### src/rtl/cpu_job_host.sv
// Host-side job sequencer for the multicycle CPU: resets the CPU, presents an operand, captures a settled result.
// Optional RUN-phase watchdog is compiled in when HOST_TIMEOUT_EN is defined.
module cpu_job_host #(
   parameter int WIDTH          = 16,
   parameter int RESET_CYCLES   = 2,
   parameter int SETTLE_CYCLES  = 2,
   parameter int TIMEOUT_CYCLES = 65535
) (
   input  logic             CLK,
   input  logic             reset,
   input  logic             start,
   input  logic [WIDTH-1:0] operand,
   output logic             busy,
   output logic             done,
   output logic [WIDTH-1:0] result,
   output logic             timeout,
   output logic [WIDTH-1:0] cpu_in,
   output logic             cpu_reset,
   input  logic [WIDTH-1:0] cpu_out
);

   localparam int RST_W  = (RESET_CYCLES > 1) ? $clog2(RESET_CYCLES) : 1;
   localparam int STAB_W = $clog2(SETTLE_CYCLES + 1);

   typedef enum logic [1:0] {
      S_IDLE = 2'd0,
      S_RST  = 2'd1,
      S_RUN  = 2'd2,
      S_DONE = 2'd3
   } state_t;

   state_t            state_q, state_d;
   logic [WIDTH-1:0]  cpu_in_q, cpu_in_d;
   logic [WIDTH-1:0]  result_q, result_d;
   logic [WIDTH-1:0]  prev_out_q, prev_out_d;
   logic              cpu_reset_q, cpu_reset_d;
   logic              busy_q, busy_d;
   logic              done_q, done_d;
   logic              timeout_q, timeout_d;
   logic [RST_W-1:0]  rst_cnt_q, rst_cnt_d;
   logic [STAB_W-1:0] stab_cnt_q, stab_cnt_d;
   logic [STAB_W-1:0] stab_inc_s;
   logic              stable_s;
   logic              settled_s;
`ifdef HOST_TIMEOUT_EN
   localparam int TMO_W = $clog2(TIMEOUT_CYCLES + 1);
   logic [TMO_W-1:0]  run_cnt_q, run_cnt_d;
   logic [TMO_W-1:0]  run_inc_s;

   assign run_inc_s = run_cnt_q + TMO_W'(1);
`endif

   // prev_out is cleared outside RUN, so the first RUN sample never counts as stable.
   assign stable_s   = (cpu_out != {WIDTH{1'b0}}) && (cpu_out == prev_out_q);
   assign stab_inc_s = stab_cnt_q + STAB_W'(1);
   assign settled_s  = stable_s && (stab_inc_s == STAB_W'(SETTLE_CYCLES));

   // Next-state and next-output logic for the job sequencer.
   always_comb begin
      state_d     = state_q;
      cpu_in_d    = cpu_in_q;
      result_d    = result_q;
      cpu_reset_d = cpu_reset_q;
      busy_d      = busy_q;
      done_d      = 1'b0;
      timeout_d   = 1'b0;
      rst_cnt_d   = rst_cnt_q;
      stab_cnt_d  = {STAB_W{1'b0}};
      prev_out_d  = {WIDTH{1'b0}};
`ifdef HOST_TIMEOUT_EN
      run_cnt_d   = {TMO_W{1'b0}};
`endif
      case (state_q)
         S_IDLE: begin
            cpu_reset_d = 1'b1;
            busy_d      = 1'b0;
            if (start) begin
               cpu_in_d  = operand;
               rst_cnt_d = RST_W'(RESET_CYCLES - 1);
               busy_d    = 1'b1;
               state_d   = S_RST;
            end else begin
               state_d = S_IDLE;
            end
         end
         S_RST: begin
            cpu_reset_d = 1'b1;
            busy_d      = 1'b1;
            if (rst_cnt_q == {RST_W{1'b0}}) begin
               cpu_reset_d = 1'b0;
               state_d     = S_RUN;
            end else begin
               rst_cnt_d = rst_cnt_q - RST_W'(1);
            end
         end
         S_RUN: begin
            cpu_reset_d = 1'b0;
            busy_d      = 1'b1;
            prev_out_d  = cpu_out;
            if (stable_s) begin
               stab_cnt_d = stab_inc_s;
            end else begin
               stab_cnt_d = {STAB_W{1'b0}};
            end
`ifdef HOST_TIMEOUT_EN
            run_cnt_d = run_inc_s;
`endif
            if (settled_s) begin
               result_d    = cpu_out;
               cpu_reset_d = 1'b1;
               busy_d      = 1'b0;
               done_d      = 1'b1;
               state_d     = S_DONE;
            end
`ifdef HOST_TIMEOUT_EN
            else if (run_inc_s == TMO_W'(TIMEOUT_CYCLES)) begin
               result_d    = {WIDTH{1'b0}};
               cpu_reset_d = 1'b1;
               busy_d      = 1'b0;
               done_d      = 1'b1;
               timeout_d   = 1'b1;
               state_d     = S_DONE;
            end
`endif
            else begin
               state_d = S_RUN;
            end
         end
         S_DONE: begin
            cpu_reset_d = 1'b1;
            busy_d      = 1'b0;
            state_d     = S_IDLE;
         end
         default: begin
            cpu_reset_d = 1'b1;
            busy_d      = 1'b0;
            state_d     = S_IDLE;
         end
      endcase
   end

   // State and output registers; reset parks the CPU in reset with everything cleared.
   always_ff @(posedge CLK or negedge reset) begin
      if (!reset) begin
         state_q     <= S_IDLE;
         cpu_in_q    <= {WIDTH{1'b0}};
         result_q    <= {WIDTH{1'b0}};
         prev_out_q  <= {WIDTH{1'b0}};
         cpu_reset_q <= 1'b1;
         busy_q      <= 1'b0;
         done_q      <= 1'b0;
         timeout_q   <= 1'b0;
         rst_cnt_q   <= {RST_W{1'b0}};
         stab_cnt_q  <= {STAB_W{1'b0}};
`ifdef HOST_TIMEOUT_EN
         run_cnt_q   <= {TMO_W{1'b0}};
`endif
      end else begin
         state_q     <= state_d;
         cpu_in_q    <= cpu_in_d;
         result_q    <= result_d;
         prev_out_q  <= prev_out_d;
         cpu_reset_q <= cpu_reset_d;
         busy_q      <= busy_d;
         done_q      <= done_d;
         timeout_q   <= timeout_d;
         rst_cnt_q   <= rst_cnt_d;
         stab_cnt_q  <= stab_cnt_d;
`ifdef HOST_TIMEOUT_EN
         run_cnt_q   <= run_cnt_d;
`endif
      end
   end

   assign busy      = busy_q;
   assign done      = done_q;
   assign result    = result_q;
   assign timeout   = timeout_q;
   assign cpu_in    = cpu_in_q;
   assign cpu_reset = cpu_reset_q;

endmodule

### config.mk
export PLATFORM = sky130hd
export DESIGN_NAME = cpu_job_host
export DESIGN_NICKNAME = d
export VERILOG_FILES = /design/src/rtl/cpu_job_host.sv
export SDC_FILE = /design/constraint.sdc
export NUM_CORES = 1
export LEC_CHECK = 0
export ABC_AREA = 1
export CELL_PAD_IN_SITES_DETAIL_PLACEMENT = 1
export CELL_PAD_IN_SITES_GLOBAL_PLACEMENT = 1
export CORE_ASPECT_RATIO = 1.25
export CORE_UTILIZATION = 31
export CTS_CLUSTER_SIZE = 24
export DETAILED_ROUTE_END_ITERATION = 10
export GPL_TIMING_DRIVEN = 0
export PLACE_DENSITY_LB_ADDON = 0.1
export SYNTH_ARGS = -nofsm -noshare
export SYNTH_HDL_FRONTEND = slang
export SYNTH_SLANG_ARGS = --single-unit
### constraint.sdc
create_clock -name CLK -period 1.35 [get_ports CLK]
set_input_delay 0.27 -clock CLK [delete_from_list [all_inputs] [get_ports CLK]]
set_output_delay 0.27 -clock CLK [all_outputs]
set_load 0.02 [all_outputs]
==> flow_summary.json, run 1 <==
{
  "clk_latency_ns": 0.31,
  "die_w_um": 80.9,
  "p_leak_nw": 2.04,
  "routed_via_density": 4.42,
  "dr.pass1.iters": 4,
  "die_area_um2": 8140,
  "layout_min_cycle_time_ns": 1.60,
  "drt-total-wl_um": 6040,
  "synth-seq-area-share_pct": 58.1,
  "arrival_ns": 1.78,
  "rsz0062_at_grt": "yes",
  "postSynthCellCount": 280,
  "maxCapViolations": 0,
  "synth_top_cell_area_share_pct": 57.0,
  "status": "finished, violations left",
  "p_per_area_nw_per_um2": 1500,
  "antenna_cells": 0,
  "die_y_um": 101,
  "grt_pass1_wl_um": 10100,
  "cts_buffers": 5,
  "fin_ws_ns": -0.248,
  "syn_area_um2": 2410,
  "fin_setup_tns_ns": -3.97,
  "gp_congestion": 0.715,
  "report.final.hold_viol_count": 0,
  "avgSynthCellArea_um2": 8.62,
  "numPlacedInstances": 442,
  "cts_sinks": 56,
  "fin_nets": 405,
  "min_path_type": "primary input to flip-flop",
  "path_class": "primary input to flip-flop",
  "clockBufferDepth": 2,
  "stdcell_count": 459,
  "port_buffers": 69,
  "crit_required_ns": 1.54,
  "finalCritPeriodShare_pct": 118,
  "drtIter0Drc": 77,
  "post_drt_wl_per_cell_um": 13.2,
  "netlist-cell-type-count": 21,
  "drive_gt1_share_pct": 14.7,
  "peakVddDrop_mv": 0.693,
  "dpl.hpwl_um": 4300,
  "synthTopCellsByArea": "dfrtp_1, nand2_1, inv_1, xnor2_1, nor2_1",
  "tritoncts": "yes",
  "synth_warnings": 0,
  "clk_pin_slew_ns": 0.10,
  "yosysTopAreaCell": "dfrtp_1",
  "maxSlewViolCount": 0,
  "critical_path.startpoint_type": "primary input",
  "nFillCells": 892,
  "overflow": 0,
  "relSlewSlack_pct": 66.6,
  "core_um2": 7440,
  "worst_clock_skew_ns": 0.0100,
  "grt_max_degree": 38,
  "antenna_found_initial": 0,
  "ys_seq_elements": 56,
  "track_usage_pct": 16.4,
  "rows": 35,
  "end_kind": "flip-flop",
  "pin_count": 71,
  "violations": "negative setup slack",
  "fmax_mhz": 626,
  "final_antenna_net_count": 0,
  "cts-root-buf": "clkbuf_8",
  "area_growth_pct": 45.9,
  "worst_pin_slew_ns": 0.500,
  "vias": 2028,
  "setup_violations": 20,
  "synth.net_count": 319,
  "post-route-drc-count": 0,
  "initial_core_util_pct": 32.4,
  "htree_levels": 2,
  "path_max_fanout": 4,
  "first_global_vias": 2186
}
==> worst max-delay path, stage by stage <==
cell,delay [ns]
clkdlybuf4s50_1,0.52
xnor2_1,0.14
nand2_1,0.07
nor2_1,0.10
nand2_1,0.09
nor2_4,0.18
nand3_4,0.13
buf_4,0.17
nand2_1,0.05
o21ai_0,0.08
==> layout by cell type (no fill, tap or decap), types with 3 or more instances in the layout <==
master / count
buf_12: 3
buf_4: 8
buf_6: 3
clkbuf_8: 7
clkdlybuf4s15_1: 4
clkdlybuf4s50_1: 21
dfrtp_1: 55
dlygate4sd2_1: 36
dlymetal6s2s_1: 6
ha_1: 3
inv_1: 35
nand2_1: 115
nand2_2: 3
nand2_4: 6
nor2_1: 16
o21ai_0: 3
o21ai_1: 6
o21ai_2: 8
xnor2_1: 8
==> flip-flops by register name, indices dropped and copies added, names as in the netlist <==
name / flops
cpu_in: 16
prev_out_q: 16
result: 16
stab_cnt_q: 2
state_q: 2
busy: 1
cpu_reset: 1
done: 1
rst_cnt_q: 1
==> power by group <==
part / switching (mW) / internal [mW] / total [mW]
Combinational: 1.23 / 0.803 / 2.04
Sequential: 0.182 / 2.06 / 2.24
Clock: 0.540 / 0.470 / 1.01
==> final cells by class <==
type | count | area, µm² | area share [%]
Tap cell | 92 | 115 | 3.27
Inverter | 37 | 144 | 4.09
Timing Repair Buffer | 79 | 766 | 21.7
Buffer | 7 | 61.3 | 1.74
Clock buffer | 8 | 100 | 2.84
Sequential cell | 56 | 1400 | 39.8
Multi-Input combinational cell | 180 | 933 | 26.5
==> synth_stat cells, drive strengths merged <==
library cell / count
nand2: 124
dfrtp: 55
inv: 36
nor2: 19
o21ai: 17
xnor2: 10
clkbuf: 4
ha: 4
buf: 3
nand3: 3
a21oi: 1
clkinv: 1
conb: 1
dfstp: 1
o22ai: 1
==> repair_timing <==
action                                 CTS  global route
hold buffers                             1             0
setup endpoints to repair               76            41
endpoints found under the hold margin   19             0
resized for setup                       64            28
pin swaps                                4             6
buffers inserted                         8             0
==> through the flow <==
step | area (µm²) | hold slack (ns) | worst slack, ns | utilization (%) | total power, mW
finish | 3520 | 0.312 | -0.248 | 47.3 | 5.29
global route | 3520 | 0.311 | -0.353 | 47.3 | 5.68
CTS | 3430 | 0.366 | -0.304 | 46.1 | 5.27
detailed placement | 3240 | 0.267 | -0.753 | 43.6 | 4.27
global placement | 3230 | 0.423 | -1.89 | 43.4 | 4.21
floorplan | 2420 | -0.0256 | -0.0162 | - | 3.41
==> final timing paths <==
kind | slack (ns) | cells past startpoint | start | end
min reg2reg | 0.45 | 1 | stab_cnt_q[0]$_DFF_PN0_ | stab_cnt_q[0]$_DFF_PN0_
min | 0.31 | 3 | cpu_out[13] | prev_out_q[13]$_DFF_PN0_
max reg2reg | -0.24 | 9 | prev_out_q[4]$_DFF_PN0_ | result[6]$_DFFE_PN0P_
max in group asynchronous | 0.25 | 3 | reset | cpu_reset$_DFF_PN1_
max | -0.25 | 10 | cpu_out[14] | result[6]$_DFFE_PN0P_
min in group asynchronous | 0.45 | 2 | reset | done$_DFF_PN0_
==> cell families (layout without fill, tap and decap cells) <==
kind of cell | count (synthesis) | after routing | share of synthesized area (%)
XOR/XNOR | 10 | 10 | 3.63
buffers and inverters | 44 | 131 | 7.62
flip-flops | 56 | 56 | 58.1
AO/OA/AOI/OAI | 19 | 19 | 4.61
other | 1 | 1 | 0.155
adder cells (fa/ha/maj) | 4 | 4 | 2.07
AND/OR/NAND/NOR | 146 | 146 | 23.8
==> routing by layer <==
layer	routed length [µm]	track usage, %
met4	77	5.36
met2	3270	30.8
met1	2400	18.0
met3	286	3.44
met5	0	0
(Power assumes the default switching activity.)
==> inputs of run 2 (changes only) <==
--- a/config.mk
+++ b/config.mk
@@ -12,7 +12,7 @@
 export CORE_UTILIZATION = 31
 export CTS_CLUSTER_SIZE = 24
 export DETAILED_ROUTE_END_ITERATION = 10
-export GPL_TIMING_DRIVEN = 0
+export GPL_TIMING_DRIVEN = 1
 export PLACE_DENSITY_LB_ADDON = 0.1
 export SYNTH_ARGS = -nofsm -noshare
 export SYNTH_HDL_FRONTEND = slang
==> flow_summary.json, run 2 (synthesis results as in run 1) <==
{
  "fin_nets": 406,
  "setup_violations": 22,
  "rsz0062_at_grt": "yes",
  "holdPathStages": 3,
  "drtIter0Drc": 69,
  "maxSlewViolCount": 0,
  "final_antenna_net_count": 0,
  "pin_count": 71,
  "die_area_um2": 8140,
  "layout_common_cells": "nand2_1, dfrtp_1, dlygate4sd2_1, inv_1",
  "arrival_ns": 1.73,
  "maxCapViolations": 0,
  "dr.pass1.iters": 4,
  "overflow": 0,
  "worstRegToRegCells": 9,
  "clk_pin_slew_ns": 0.11,
  "slowest_delay_ns": 0.41,
  "min_path_type": "primary input to flip-flop",
  "fin_setup_tns_ns": -2.85,
  "clk_latency_ns": 0.32,
  "track_usage_pct": 16.6,
  "drive_gt1_share_pct": 16.3,
  "core_um2": 7440,
  "end_kind": "flip-flop",
  "critical_path.startpoint_type": "flip-flop",
  "p_leak_nw": 2.04,
  "cts_buffers": 5,
  "cts-root-buf": "clkbuf_8",
  "die_w_um": 80.9,
  "crit_family": "simple AND/OR/NAND/NOR gates",
  "initial_core_util_pct": 32.4,
  "crit_path_cell_trace": "xnor2_2 > nand2_1 > nor2_1 > nand3_1 > nor2_4 > nand3_4 > buf_6 > nand2_1 > o21ai_2",
  "crit_required_ns": 1.56,
  "post_drt_wl_per_cell_um": 12.9,
  "slowest_stage": "dfrtp_1",
  "gp_congestion": 0.729,
  "report.final.hold_viol_count": 0,
  "path_max_fanout": 9,
  "die_y_um": 101,
  "worst_clock_skew_ns": 0.0133,
  "fmax_mhz": 658,
  "htree_levels": 2,
  "drt-total-wl_um": 5910,
  "power_mw": 5.43,
  "clockBufferDepth": 2,
  "rows": 35,
  "peakVddDrop_mv": 0.700,
  "tritoncts": "yes",
  "fin_ws_ns": -0.170,
  "layout_min_cycle_time_ns": 1.52,
  "status": "finished, violations left",
  "layout_commonest_cell": "nand2_1",
  "routed_via_density": 4.41,
  "finalCritPeriodShare_pct": 113,
  "grt_pass1_wl_um": 10300,
  "area_growth_pct": 46.8,
  "first_global_vias": 2161,
  "critical_path_buf_inv_count": 1,
  "antenna_cells": 0,
  "grt_max_degree": 25,
  "path_class": "flip-flop to flip-flop",
  "crit_path_frequent_cell": "nand2_1",
  "port_buffers": 69,
  "antenna_found_initial": 0,
  "vias": 2027,
  "violations": "negative setup slack",
  "pre_cts_ws_ns": -0.702,
  "cp_num_cells": 9,
  "post-route-drc-count": 0,
  "p_per_area_nw_per_um2": 1530,
  "dpl.hpwl_um": 4380,
  "cts_sinks": 56
}
run 2: repair_timing:
action                     CTS  global route
setup endpoints to repair   57            36
pin swaps                    4             8
hold endpoints to repair    12             0
gates resized for setup     77            19
hold buffers                 1             0
buffers inserted             3             1
run 2: area by class of cell:
type / instances / area (µm²)
clock buffers: 6 / 82.6
repair buffers: 87 / 855
fillers: 902 / 3900
flip-flops and latches: 56 / 1400
clock inverters: 2 / 38.8
inverters: 37 / 140
well taps: 92 / 115
multi-input cells: 180 / 908
run 2: final timing paths:
path	start	endpoint	slack (ns)
worst max-delay path	prev_out_q[2]$_DFF_PN0_	result[13]$_DFFE_PN0P_	-0.17
worst min-delay path	cpu_out[3]	prev_out_q[3]$_DFF_PN0_	0.26
worst max register to register	prev_out_q[2]$_DFF_PN0_	result[13]$_DFFE_PN0P_	-0.17
worst min register to register	stab_cnt_q[0]$_DFF_PN0_	stab_cnt_q[0]$_DFF_PN0_	0.45
max in group asynchronous	reset	cpu_reset$_DFF_PN1_	0.42
min in group asynchronous	reset	prev_out_q[3]$_DFF_PN0_	0.39
run 2: worst min-delay path, delay by kind of cell:
family | cells | cell delay [ns]
buffers and inverters | 2 | 0.19
and+or+nand+nor | 1 | 0.09
run 2: where the power goes:
part           leakage [nW]  total [mW]  switching (mW)  internal [mW]
Sequential            0.731        2.24           0.182           2.06
Clock                0.0614        1.18           0.568          0.608
Combinational          1.24        2.01            1.21          0.793
run 2: metal layers:
metal	track usage, %	part of all wire [%]
met3	2.90	4.5
met1	19.4	40
met5	0	0
met4	5.77	1.1
met2	29.9	55
run 2: per-stage QoR:
step	instances	hold slack, ns	utilization, %	instance area (µm²)
3_3_place_gp	447	0.223	44.6	3320
5_1_grt	460	0.279	47.6	3540
4_1_cts	459	0.370	46.9	3490
2_1_floorplan	280	-0.0256	-	2420
3_5_place_dp	447	0.220	44.6	3320
6_report	460	0.258	47.6	3540
==> variant 1: new RTL, settings of run 2 <==
Encoding of `state_t`: now one-hot (4 bits for 4 states).
--- a/src/rtl/cpu_job_host.sv
+++ b/src/rtl/cpu_job_host.sv
@@ -24,7 +24,7 @@
 
-   typedef enum logic [1:0] {
-      S_IDLE = 2'd0,
-      S_RST  = 2'd1,
-      S_RUN  = 2'd2,
-      S_DONE = 2'd3
+   typedef enum logic [3:0] {
+      S_IDLE = 4'b0001,
+      S_RST  = 4'b0010,
+      S_RUN  = 4'b0100,
+      S_DONE = 4'b1000
    } state_t;
Function: no difference found for any inputs over 10 cycles, from zero or initial values and one cycle with reset low; not proved beyond that.
==> variant 1 against run 2 <==
The flow still finishes with violations (setup timing). Cell area up 12%. Non-clock buffer count rose by 25. Area after synthesis rose by 4.9%. Routed wire length is 21% higher. Critical path depth stayed put. Maximum frequency fell by 3.4%. Sequential cell count is 2 higher. Count of clock-buffer cells in the layout up 4. Sequential share of layout area fell by 2.9 points. Die area increased by 4.8%. Cell count grew 11%. Setup slack worse by 0.053 ns. Global-route usage up 1.5 points.
Power is not compared: it rests on default switching activity, and its combinational part moved more than twofold at a synthesized area within 25%.
==> variant 1: results (changes against run 2) <==
Finish
  – Finished Layout Cells: 512 (+11%)
  – Final net count: 448 (+10%)
  – Area grow syn2layout: 56.3%
  – # fillers: 939 (+4.1%)

Placed design
  – Number of cells after detailed placement: 484 (+8.3%)
  – Hpwl dp: 4680 µm (+6.8%)
  – Placed inst area: 3560 µm² (+7.2%)
  – Placer Congestion: 0.718 (-1.6%)

Synthesis
  – Synth Area in Compound Gates: 0 (-0.0461)
  – Post-synthesis xor/xnor area fraction: 0.0311 (-0.00516)
  – Mapped Cells: 296 (+5.7%)
  – Synth Area in Adders: 0.00494 (-0.0158)
  – Synth unique cells: 22 (+4.8%)
  – Seq/Total Area, Yosys: 0.574 (-0.00702)
  – Mapped Nets: 332 (+4.1%)

STA
  – Worst hold slack: 0.240 ns (-0.0176 ns)
  – Setup WS post-layout: -0.223 ns (-0.0527 ns)
  – Setup violators final: 23 (+4.5%)

Clock network
  – Clock Latency Late Sink: 0.34 ns (+0.02 ns)
  – TritonCTS buffer count: 9 (+4)
  – CTS HTree Levels: 3 (+1)

Detailed routing
  – Drt first-iter violations: 67 (-2.9%)
  – Via count: 2306 (+14%)
  – DR WL/cell: 14.0 µm (+8.8%)

Run status
  – Outcome: complete, but fails checks
  – Failing checks: setup timing

Worst setup path
  – Worst Setup EP: busy$_DFF_PN0_
  – RR Startpoint: prev_out_q[9]$_DFF_PN0_
  – CP arrival: 1.81 ns (+0.08 ns)

Global routing
  – Vias in the first global route: 2406 (+11%)
  – GRT Util Overall: 0.181 (+0.0152)
  – Pin count of the biggest net entering global routing: 59 (+140%)
[variant 1: changes by cell type in the layout (fill, tap and decap cells not counted), sizes merged, moves of 2 or more]
cell           change
dlygate4sd2       -18
nand4             +16
clkbuf             +8
clkdlybuf4s15     +18
nand3              +5
o21ai             -17
nor4               +2
clkinv             +2
nor2              +16
ha                 -3
inv                -2
buf               +25
dlymetal6s2s       -4
[variant 1: worst min-delay path by stage]
stage,startpoint,to,cells past startpoint
6_report,cpu_out[12],prev_out_q[12]$_DFF_PN0_,3
5_1_grt,cpu_out[12],prev_out_q[12]$_DFF_PN0_,3
4_1_cts,cpu_out[6],prev_out_q[6]$_DFF_PN0_,3
3_5_place_dp,reset,prev_out_q[2]$_DFF_PN0_,2
3_3_place_gp,reset,prev_out_q[11]$_DFF_PN0_,2
2_1_floorplan,reset,busy$_DFF_PN0_,0
[variant 1: what timing repair did]
item,4_1_cts,5_1_grt
gates resized for setup,70,60
endpoints found under the setup margin,58,78
buffers inserted,1,6
pin swaps,10,15
hold endpoints to repair,56,0
hold buffers,1,0
cloned,4,0
[variant 1: cell type report]
type | count | share of cell area
Tap cell | 95 | 0.0300
Clock inverter | 6 | 0.0145
Sequential cell | 58 | 0.367
Clock buffer | 10 | 0.0322
Multi-Input combinational cell | 197 | 0.265
Timing Repair Buffer | 112 | 0.258
Inverter | 34 | 0.0322
[variant 1: per-layer routing]
metal / track usage / routed length, µm / share of wire / up-vias
met5: 0 / 0 / 0 / -
li1: - / - / - / 1129
met1: 0.205 / 2930 / 0.41 / 1101
met2: 0.318 / 3730 / 0.52 / 62
met3: 0.0560 / 348 / 0.049 / 14
met4: 0.0809 / 151 / 0.021 / 0
[variant 1: worst min-delay path, cell delays in order]
cell and delay [ns]:
dlymetal6s2s_1 0.17, inv_1 0.07, nor2_1 0.04
==> variant 2: new RTL, flow settings as in run 2 <==
Without the edit above. The parameter `RESET_CYCLES` goes from 2 to 4.
--- a/src/rtl/cpu_job_host.sv
+++ b/src/rtl/cpu_job_host.sv
@@ -4,3 +4,3 @@
    parameter int WIDTH          = 16,
-   parameter int RESET_CYCLES   = 2,
+   parameter int RESET_CYCLES   = 4,
    parameter int SETTLE_CYCLES  = 2,
Behaviour: not the same (Yosys sat finds a counterexample within 4 cycles, from zero or initial values and one cycle with reset low).
==> variant 2 against run 2 <==
Routed wire length is 9.5% higher. Cell count is 1.5% lower. The run still ends with setup timing left. Setup slack worse by 0.060 ns. Total power is 2.9% higher. Cell area is 9.6% higher. Area after synthesis is 2.2% higher. Global-route usage is 0.92 points higher. Critical path type unchanged. Sequential cell count is 1 higher.
==> variant 2: results (changes against run 2) <==
Global routing
  – GR Util met2: 0.301 (+0.00141)
  – Pin count of the biggest net entering global routing: 58 (+130%)
  – Vias in the first global route: 2258 (+4.5%)
  – GRT Util Overall: 0.175 (+0.00923)
  – Met3 Usage GRT: 0.0486 (+0.0197)
  – First-pass GRT wire length: 10700 µm (+4.1%)
  – M1 GR Usage: 0.195 (+0.000495)

STA
  – Setup violators final: 29 (+32%)
  – Setup TNS: -4.27 ns (-1.42 ns)
  – Fin Clk Skew: 0.00857 ns (-0.00468 ns)
  – Setup WS post-layout: -0.229 ns (-0.0596 ns)
  – Worst hold slack: 0.267 ns (+0.00880 ns)

Power
  – Net Sw Power: 1.76 mW (-10%)
  – Static leakage: 2.05 nW (+0.89%)
  – Total Power: 5.58 mW (+2.9%)
  – Clk pwr: 1.75 mW (+48%)
  – Worst-case vdd ir drop: 0.751 mV (+7.3%)
  – Comb power frac: 0.285 (-0.085)

Min path
  – Worst hold start: cpu_out[6]
  – Hold path endpoint: prev_out_q[6]$_DFF_PN0_

Clock network
  – Clock Latency Late Sink: 0.34 ns (+0.02 ns)
  – TritonCTS buffer count: 9 (+4)
  – CTS HTree Levels: 3 (+1)
  – Gates resized, CTS repair: 63 (-18%)
  – Setup bufs post-CTS: 5 (+2)

Synthesis
  – Area contributors post-synth: dfrtp_1 57%, nand2_1 11%, mux2_2 7.3%, inv_1 6.1%, xnor2_1 3.6%
  – Mapped Nets: 295 (-7.5%)
  – Commonest cells in the synthesized netlist: 74 x nand2_1, 56 x dfrtp_1, 40 x inv_1
  – Mean Syn Cell Area: 9.67 µm² (+12%)

Placed design
  – Placed inst area: 3370 µm² (+1.4%)
  – Hpwl dp: 4300 µm (-1.9%)
  – Placer Congestion: 0.703 (-3.6%)
  – Number of cells after detailed placement: 428 (-4.3%)

Worst setup path
  – Critical-path maximum fanout: 5 (-4)
  – R2r endpoint: result[4]$_DFFE_PN0P_
  – CP arrival: 1.80 ns (+0.07 ns)

Finish
  – Layout cell share with drive strength beyond 1: 0.260 (+0.0967)
  – Final net count: 394 (-3.0%)

Detailed routing
  – Routed met2 length: 3370 µm (+4.0%)
  – Drt first-iter violations: 41 (-41%)
  – Vias per cell: 4.57 (+3.7%)
  – DR WL/cell: 14.3 µm (+11%)

Run status
  – Failing checks: setup timing
  – Outcome: complete, but fails checks
==> variant 2: changes by cell type after synthesis, sizes merged, moves of 2 or more <==
cell | run 2 | this run
o21ai | 17 | 19
mux2 | 0 | 16
clkbuf | 4 | 1
buf | 3 | 5
inv | 36 | 40
nand2 | 124 | 75
==> variant 2: area by class of cell <==
class	count	area, µm²
Multi-Input combinational cell	155	1080
Sequential cell	57	1430
Timing Repair Buffer	91	895
Tap cell	95	119
Clock buffer	10	128
Clock inverter	5	81.3
Inverter	40	150
Fill cell	869	3870
==> variant 2: cell families (layout without fill, tap and decap cells) <==
logic type	count (synthesis)	in the layout	synth area share
xor gates and xnor gates	10	10	0.0355
buffers and inverters	46	146	0.0786
DFF	57	57	0.579
adders and majority gates	5	5	0.0254
and+or+nand+nor	98	101	0.160
muxes	16	16	0.0731
other	1	1	0.00152
AOI/OAI and AO/OA	22	22	0.0472
